**config.mk**
```make
export PLATFORM = sky130hd
export DESIGN_NAME = regfile_writeback
export DESIGN_NICKNAME = d
export VERILOG_FILES = /design/src/rtl/regfile_writeback_pkg.sv /design/src/rtl/wb_fifo.sv /design/src/rtl/regfile_writeback.sv
export SDC_FILE = /design/constraint.sdc
export NUM_CORES = 1
export LEC_CHECK = 0
export BUFFER_PORTS_ARGS = -buffer_cell sky130_fd_sc_hd__buf_2
export CELL_PAD_IN_SITES_DETAIL_PLACEMENT = 1
export CELL_PAD_IN_SITES_GLOBAL_PLACEMENT = 2
export CORE_MARGIN = 1
export CORE_UTILIZATION = 34
export CTS_BUF_LIST = sky130_fd_sc_hd__clkbuf_2 sky130_fd_sc_hd__clkbuf_4 sky130_fd_sc_hd__clkbuf_8
export DETAILED_ROUTE_END_ITERATION = 8
export PLACE_DENSITY = 0.95
export SYNTH_ARGS = -nofsm -noshare
export SYNTH_HDL_FRONTEND = slang
export SYNTH_SLANG_ARGS = --single-unit
```
**constraint.sdc**
```tcl
create_clock -name clk -period 4.8 [get_ports clk]
set_clock_uncertainty 0.2 [all_clocks]
set_input_delay 0 -clock clk [delete_from_list [all_inputs] [get_ports clk]]
set_output_delay 0 -clock clk [all_outputs]
set_load 0.005 [all_outputs]
```
**src/rtl/regfile_writeback_pkg.sv**
```systemverilog
// Shared widths and defaults for the register-file writeback buffer.
package regfile_writeback_pkg;

   localparam int unsigned XLEN_DEFAULT  = 32;
   localparam int unsigned REG_AW        = 5;
   localparam int unsigned DEPTH_DEFAULT = 2;

   typedef logic [REG_AW-1:0] reg_addr_t;

endpackage

```
**src/rtl/wb_fifo.sv**
```systemverilog
// Pending-write FIFO: storage, pointers and occupancy count, with entries
// also presented in age order (index 0 = oldest) for the forwarding compare.
module wb_fifo
   import regfile_writeback_pkg::*;
#(
   parameter int unsigned XLEN  = XLEN_DEFAULT,
   parameter int unsigned DEPTH = DEPTH_DEFAULT
) (
   input  logic                             clk,
   input  logic                             rst_n,
   input  logic                             push,
   input  logic [REG_AW-1:0]                push_rd,
   input  logic [XLEN-1:0]                  push_data,
   input  logic                             pop,
   output logic                             full,
   output logic                             empty,
   output logic [$clog2(DEPTH):0]           count,
   output logic [DEPTH-1:0]                 ord_vld,
   output logic [DEPTH-1:0][REG_AW-1:0]     ord_rd,
   output logic [DEPTH-1:0][XLEN-1:0]       ord_data
);

   localparam int unsigned PW = $clog2(DEPTH);
   localparam int unsigned CW = PW + 1;

   logic [REG_AW-1:0] mem_rd   [DEPTH];
   logic [XLEN-1:0]   mem_data [DEPTH];
   logic [PW-1:0]     wr_ptr;
   logic [PW-1:0]     rd_ptr;
   logic              do_push;
   logic              do_pop;

   assign full    = (count == CW'(DEPTH));
   assign empty   = (count == '0);
   assign do_push = push && !full;
   assign do_pop  = pop && !empty;

   // Pointers wrap naturally because DEPTH is a power of two.
   always_ff @(posedge clk or negedge rst_n) begin
      if (!rst_n) begin
         wr_ptr <= '0;
         rd_ptr <= '0;
         count  <= '0;
      end else begin
         if (do_push) wr_ptr <= wr_ptr + PW'(1);
         if (do_pop)  rd_ptr <= rd_ptr + PW'(1);
         case ({do_push, do_pop})
            2'b10:   count <= count + CW'(1);
            2'b01:   count <= count - CW'(1);
            default: count <= count;
         endcase
      end
   end

   // Storage is not reset; every consumer gates it with ord_vld.
   always_ff @(posedge clk) begin
      if (do_push) begin
         mem_rd[wr_ptr]   <= push_rd;
         mem_data[wr_ptr] <= push_data;
      end
   end

   always_comb begin
      ord_vld  = '0;
      ord_rd   = '0;
      ord_data = '0;
      for (int i = 0; i < DEPTH; i++) begin
         ord_vld[i]  = (CW'(i) < count);
         ord_rd[i]   = mem_rd[rd_ptr + PW'(i)];
         ord_data[i] = mem_data[rd_ptr + PW'(i)];
      end
   end

endmodule

```
**src/rtl/regfile_writeback.sv**
```systemverilog
// Writeback stage: arbitrates load/ALU results into a pending-write FIFO,
// drains it to the register file and forwards pending values to operands.
module regfile_writeback
   import regfile_writeback_pkg::*;
#(
   parameter int unsigned XLEN  = XLEN_DEFAULT,
   parameter int unsigned DEPTH = DEPTH_DEFAULT
) (
   input  logic                    clk,
   input  logic                    rst_n,
   input  logic                    ld_valid,
   output logic                    ld_ready,
   input  logic [REG_AW-1:0]       ld_rd,
   input  logic [XLEN-1:0]         ld_data,
   input  logic                    alu_valid,
   output logic                    alu_ready,
   input  logic [REG_AW-1:0]       alu_rd,
   input  logic [XLEN-1:0]         alu_data,
   input  logic                    rf_busy,
   output logic                    rf_we,
   output logic [REG_AW-1:0]       rf_w_addr,
   output logic [XLEN-1:0]         rf_w_data,
   input  logic [REG_AW-1:0]       fwd_addr1,
   input  logic [REG_AW-1:0]       fwd_addr2,
   output logic                    fwd_hit1,
   output logic                    fwd_hit2,
   output logic [XLEN-1:0]         fwd_data1,
   output logic [XLEN-1:0]         fwd_data2,
   output logic [$clog2(DEPTH):0]  pending
);

   logic                         full;
   logic                         empty;
   logic                         ld_fire;
   logic                         alu_fire;
   logic                         push;
   logic                         pop;
   logic [REG_AW-1:0]            push_rd;
   logic [XLEN-1:0]              push_data;
   logic [DEPTH-1:0]             ord_vld;
   logic [DEPTH-1:0][REG_AW-1:0] ord_rd;
   logic [DEPTH-1:0][XLEN-1:0]   ord_data;

   // Load wins arbitration; ready comes from the registered full flag only.
   assign ld_ready  = !full;
   assign alu_ready = !full && !ld_valid;
   assign ld_fire   = ld_valid && ld_ready;
   assign alu_fire  = alu_valid && alu_ready;
   assign push_rd   = ld_fire ? ld_rd   : alu_rd;
   assign push_data = ld_fire ? ld_data : alu_data;

   // Writes to x0 are handshaken but never buffered.
   assign push = (ld_fire || alu_fire) && (push_rd != '0);
   assign pop  = !empty && !rf_busy;

   assign rf_we     = pop;
   assign rf_w_addr = ord_vld[0] ? ord_rd[0]   : '0;
   assign rf_w_data = ord_vld[0] ? ord_data[0] : '0;

   // Scan oldest to youngest so the youngest match is the one left standing.
   always_comb begin
      fwd_hit1  = 1'b0;
      fwd_hit2  = 1'b0;
      fwd_data1 = '0;
      fwd_data2 = '0;
      for (int i = 0; i < DEPTH; i++) begin
         if (ord_vld[i] && (fwd_addr1 != '0) && (ord_rd[i] == fwd_addr1)) begin
            fwd_hit1  = 1'b1;
            fwd_data1 = ord_data[i];
         end
         if (ord_vld[i] && (fwd_addr2 != '0) && (ord_rd[i] == fwd_addr2)) begin
            fwd_hit2  = 1'b1;
            fwd_data2 = ord_data[i];
         end
      end
   end

   wb_fifo #(
      .XLEN  (XLEN),
      .DEPTH (DEPTH)
   ) u_fifo (
      .clk       (clk),
      .rst_n     (rst_n),
      .push      (push),
      .push_rd   (push_rd),
      .push_data (push_data),
      .pop       (pop),
      .full      (full),
      .empty     (empty),
      .count     (pending),
      .ord_vld   (ord_vld),
      .ord_rd    (ord_rd),
      .ord_data  (ord_data)
   );

endmodule

```
==> reports/results.ini <==
[pwr]
clkPwrFrac=0.140
internal_power_uw=2267
p_comb_frac=0.519
power.leakage_uw=0.003007
p_switching_uw=1590
peakVddDrop_uv=241.9
switching_share=0.4122
p_per_area_mw_per_mm2=542.8
power_frac_seq=0.340

[yosys]
synth_edf_count=74
synth.avg_cell_area_um2=11.69
synth_seq_cells=78
syn_nets=526
synth-xor-area-share=0.03633
synth_compound_area_frac=0.1856
yosysWarnings=0
synthSimpleGateAreaFrac=0.08107
synthTopCellsByArea=edfxtp_1 (44%), a221oi_1 (9.3%), mux2_2 (8.5%), mux2i_1 (7.3%), a22o_1 (5.5%)
yosys.area.top_type=edfxtp_1
ys_async_sr_fraction=0.05128
synthFlopType=edfxtp_1
synth_top_family_by_area=compound AO/OA/AOI/OAI gates
synth_top_area_frac=0.4390
synth_cell_types=37
synth_area_mm2=0.005062
synthAdderAreaFrac=0.009886
muxShareOfSynthArea=0.1784
syn-instance-count=433
synth_seq_area_share=0.4587

[global_route]
grt_first_pass_wirelength_um=25880
track_usage=0.2205
grt_pass1_vias=5023
antenna_found_initial=1
gr-total-overflow=0
grt_max_degree=66

[place]
hpwl_um=10580
portBuffers=196
place_area_mm2=0.006116
place_congestion=0.7709

[route]
drt_first_pass_iters=5
drt_wl_total_um=16860
via_count=4824
first_iter_violations=222
ant_nets=0
avgRoutedWirePerCell_um=19.33
avgViaCountPerCell=5.532
remaining_drc_errors=0

[clocking]
clk_latency_ns=0.34
cts_tree=done
clock_sinks=78
cts_made_buffers=9
cts.path.max_buffers=2
root_buffer=clkbuf_8
htreeDepth=3
clkTransAtPathRegs_ns=0.08
post_cts_buffers=0

[sta]
worst_pin_slew_ns=1.249
rsz0062_at_grt=false
drv_slew=0
layout_min_cycle_time_ns=4.197
fmax_mhz=238.3
fin_crit_sh=0.8743
hold_viol=0
setup_violations=0
relSlewSlack=0.1497
fin_setup_tns_ns=0

[die]
initial_utilization=0.3483
die_w_um=124.0
dieArea_mm2=0.01538
num_rows=44
ioPinCount=197
core_region_area_mm2=0.01453
die_y_um=124.0

[worst_hold_path]
hp-start=ld_valid
whs_path_depth=3
hold_path.class=in -> out
hold_end=alu_ready

[worst_setup_path]
cp_max_fo=47
cp.arrival_ns=4.00
r2r_start=u_fifo.count[0]$_DFFE_PN0P_
path_class=reg -> out
critPathLaunchType=register
regToRegSetupSlack_ns=1.77
worstSetupStartpoint=u_fifo.rd_ptr$_DFFE_PN0P_
rr_endpoint=u_fifo.mem_data[1][18]$_DFFE_PP_
cp.required_ns=4.60
r2r.worst_path.cells=6
critPathCaptureType=output port

[final_layout]
layout_commonest_cell=buf_2
final_cell_mix=buf_2 (196), dlygate4sd3_1 (77), edfxtp_1 (74), nor2_1 (64), a221oi_1 (54)
drive_above_1_share=0.3930
finish.instance_area_mm2=0.007107
nets=775
area_delta_synth_final_pct=40.39

[job]
maxCapViolCount=0

[status]
status=completed

==> worst max path at each step <==
stage                                            to  slack, ns
CTS                                    fwd_data2[5]       0.63
global route                           fwd_data2[5]       0.33
global placement                       fwd_data2[5]       1.10
finish                                 fwd_data2[5]       0.60
detailed placement                     fwd_data2[5]        1.0
floorplan           u_fifo.mem_data[0][0]$_DFFE_PP_       1.72
==> stage by stage <==
step           cells  hold slack (ns)  power (uW)  worst slack (ns)  utilization
3_3_place_gp     778          -0.3848        3128             1.100       0.4208
2_1_floorplan    433          -0.4956        2456             1.721            -
6_report         872          0.08685        3858            0.6034       0.4890
5_1_grt          872           0.1112        4127            0.3267       0.4890
4_1_cts          871          0.08451        3865            0.6259       0.4888
3_5_place_dp     778          -0.3822        3219            0.9995       0.4208
==> worst max-delay path, stage by stage, from the launching register on <==
cell and delay [ns]:
dfrtp_4 0.87, mux2i_1 0.40, xor2_1 0.20, nand3_1 0.14, nor4_4 0.48, mux2i_4 1.07, a22o_1 0.34, buf_2 0.13
==> cells in the mapped netlist, types with 7 or more instances <==
library cell	number
nand3_1	7
a21oi_1	9
buf_6	8
mux2i_1	37
a22oi_1	8
mux2_2	38
edfxtp_1	74
buf_2	10
inv_1	7
xnor2_1	13
a22o_1	32
xor2_1	8
a221oi_1	54
nor2_1	66
clkbuf_1	16
==> logic make-up (layout without fill, tap and decap cells) <==
kind of cell | Yosys count | in the layout
AOI/OAI and AO/OA | 113 | 113
xor gates and xnor gates | 21 | 21
adders and majority gates | 4 | 4
buffers and inverters | 46 | 300
DFF | 78 | 78
muxes | 82 | 82
other | 0 | 1
and+or+nand+nor | 89 | 89
==> area by class of cell <==
cell class | instances | area (um2)
fill | 1665 | 7427
multi-input combinational | 309 | 2526
sequential | 78 | 2326
timing repair buffer | 276 | 1774
tap | 184 | 230.2
clock buffer | 10 | 131.4
clock inverter | 6 | 86.33
inverter | 8 | 30.03
antenna | 1 | 2.502
==> state kept, by name, summed over array words and instances, names as in the netlist <==
signal,flops
u_fifo.mem_rd,10
u_fifo.mem_data,64
u_fifo.rd_ptr,1
u_fifo.wr_ptr,1
u_fifo.count,2
==> routing by layer <==
layer  vias up  global-route usage  wire, um
met5         -                   0         0
met4         0             0.08705       331
met3        24             0.02656       646
met2       143              0.4188      9218
met1      2439              0.2483      6659
li1       2218                   -         -
==> power by group through the flow <==
| stage | Sequential [uW] | Clock [uW] | Combinational (uW) |
|---|---|---|---|
| final | 1310 | 541 | 2000 |
| after global routing | 1350 | 580 | 2200 |
| after global placement | 1290 | 0 | 1830 |
| after detailed placement | 1320 | 0 | 1900 |
| after CTS | 1300 | 551 | 2010 |
| after floorplan | 1190 | 0 | 1270 |
==> repair_timing <==
| item | CTS | global route |
|---|---|---|
| gates resized for setup | 0 | 0 |
| setup endpoints to repair | 0 | 0 |
| hold endpoints to repair | 79 | 0 |
| hold buffers | 77 | 0 |
Power figures use the tool's default switching activity.
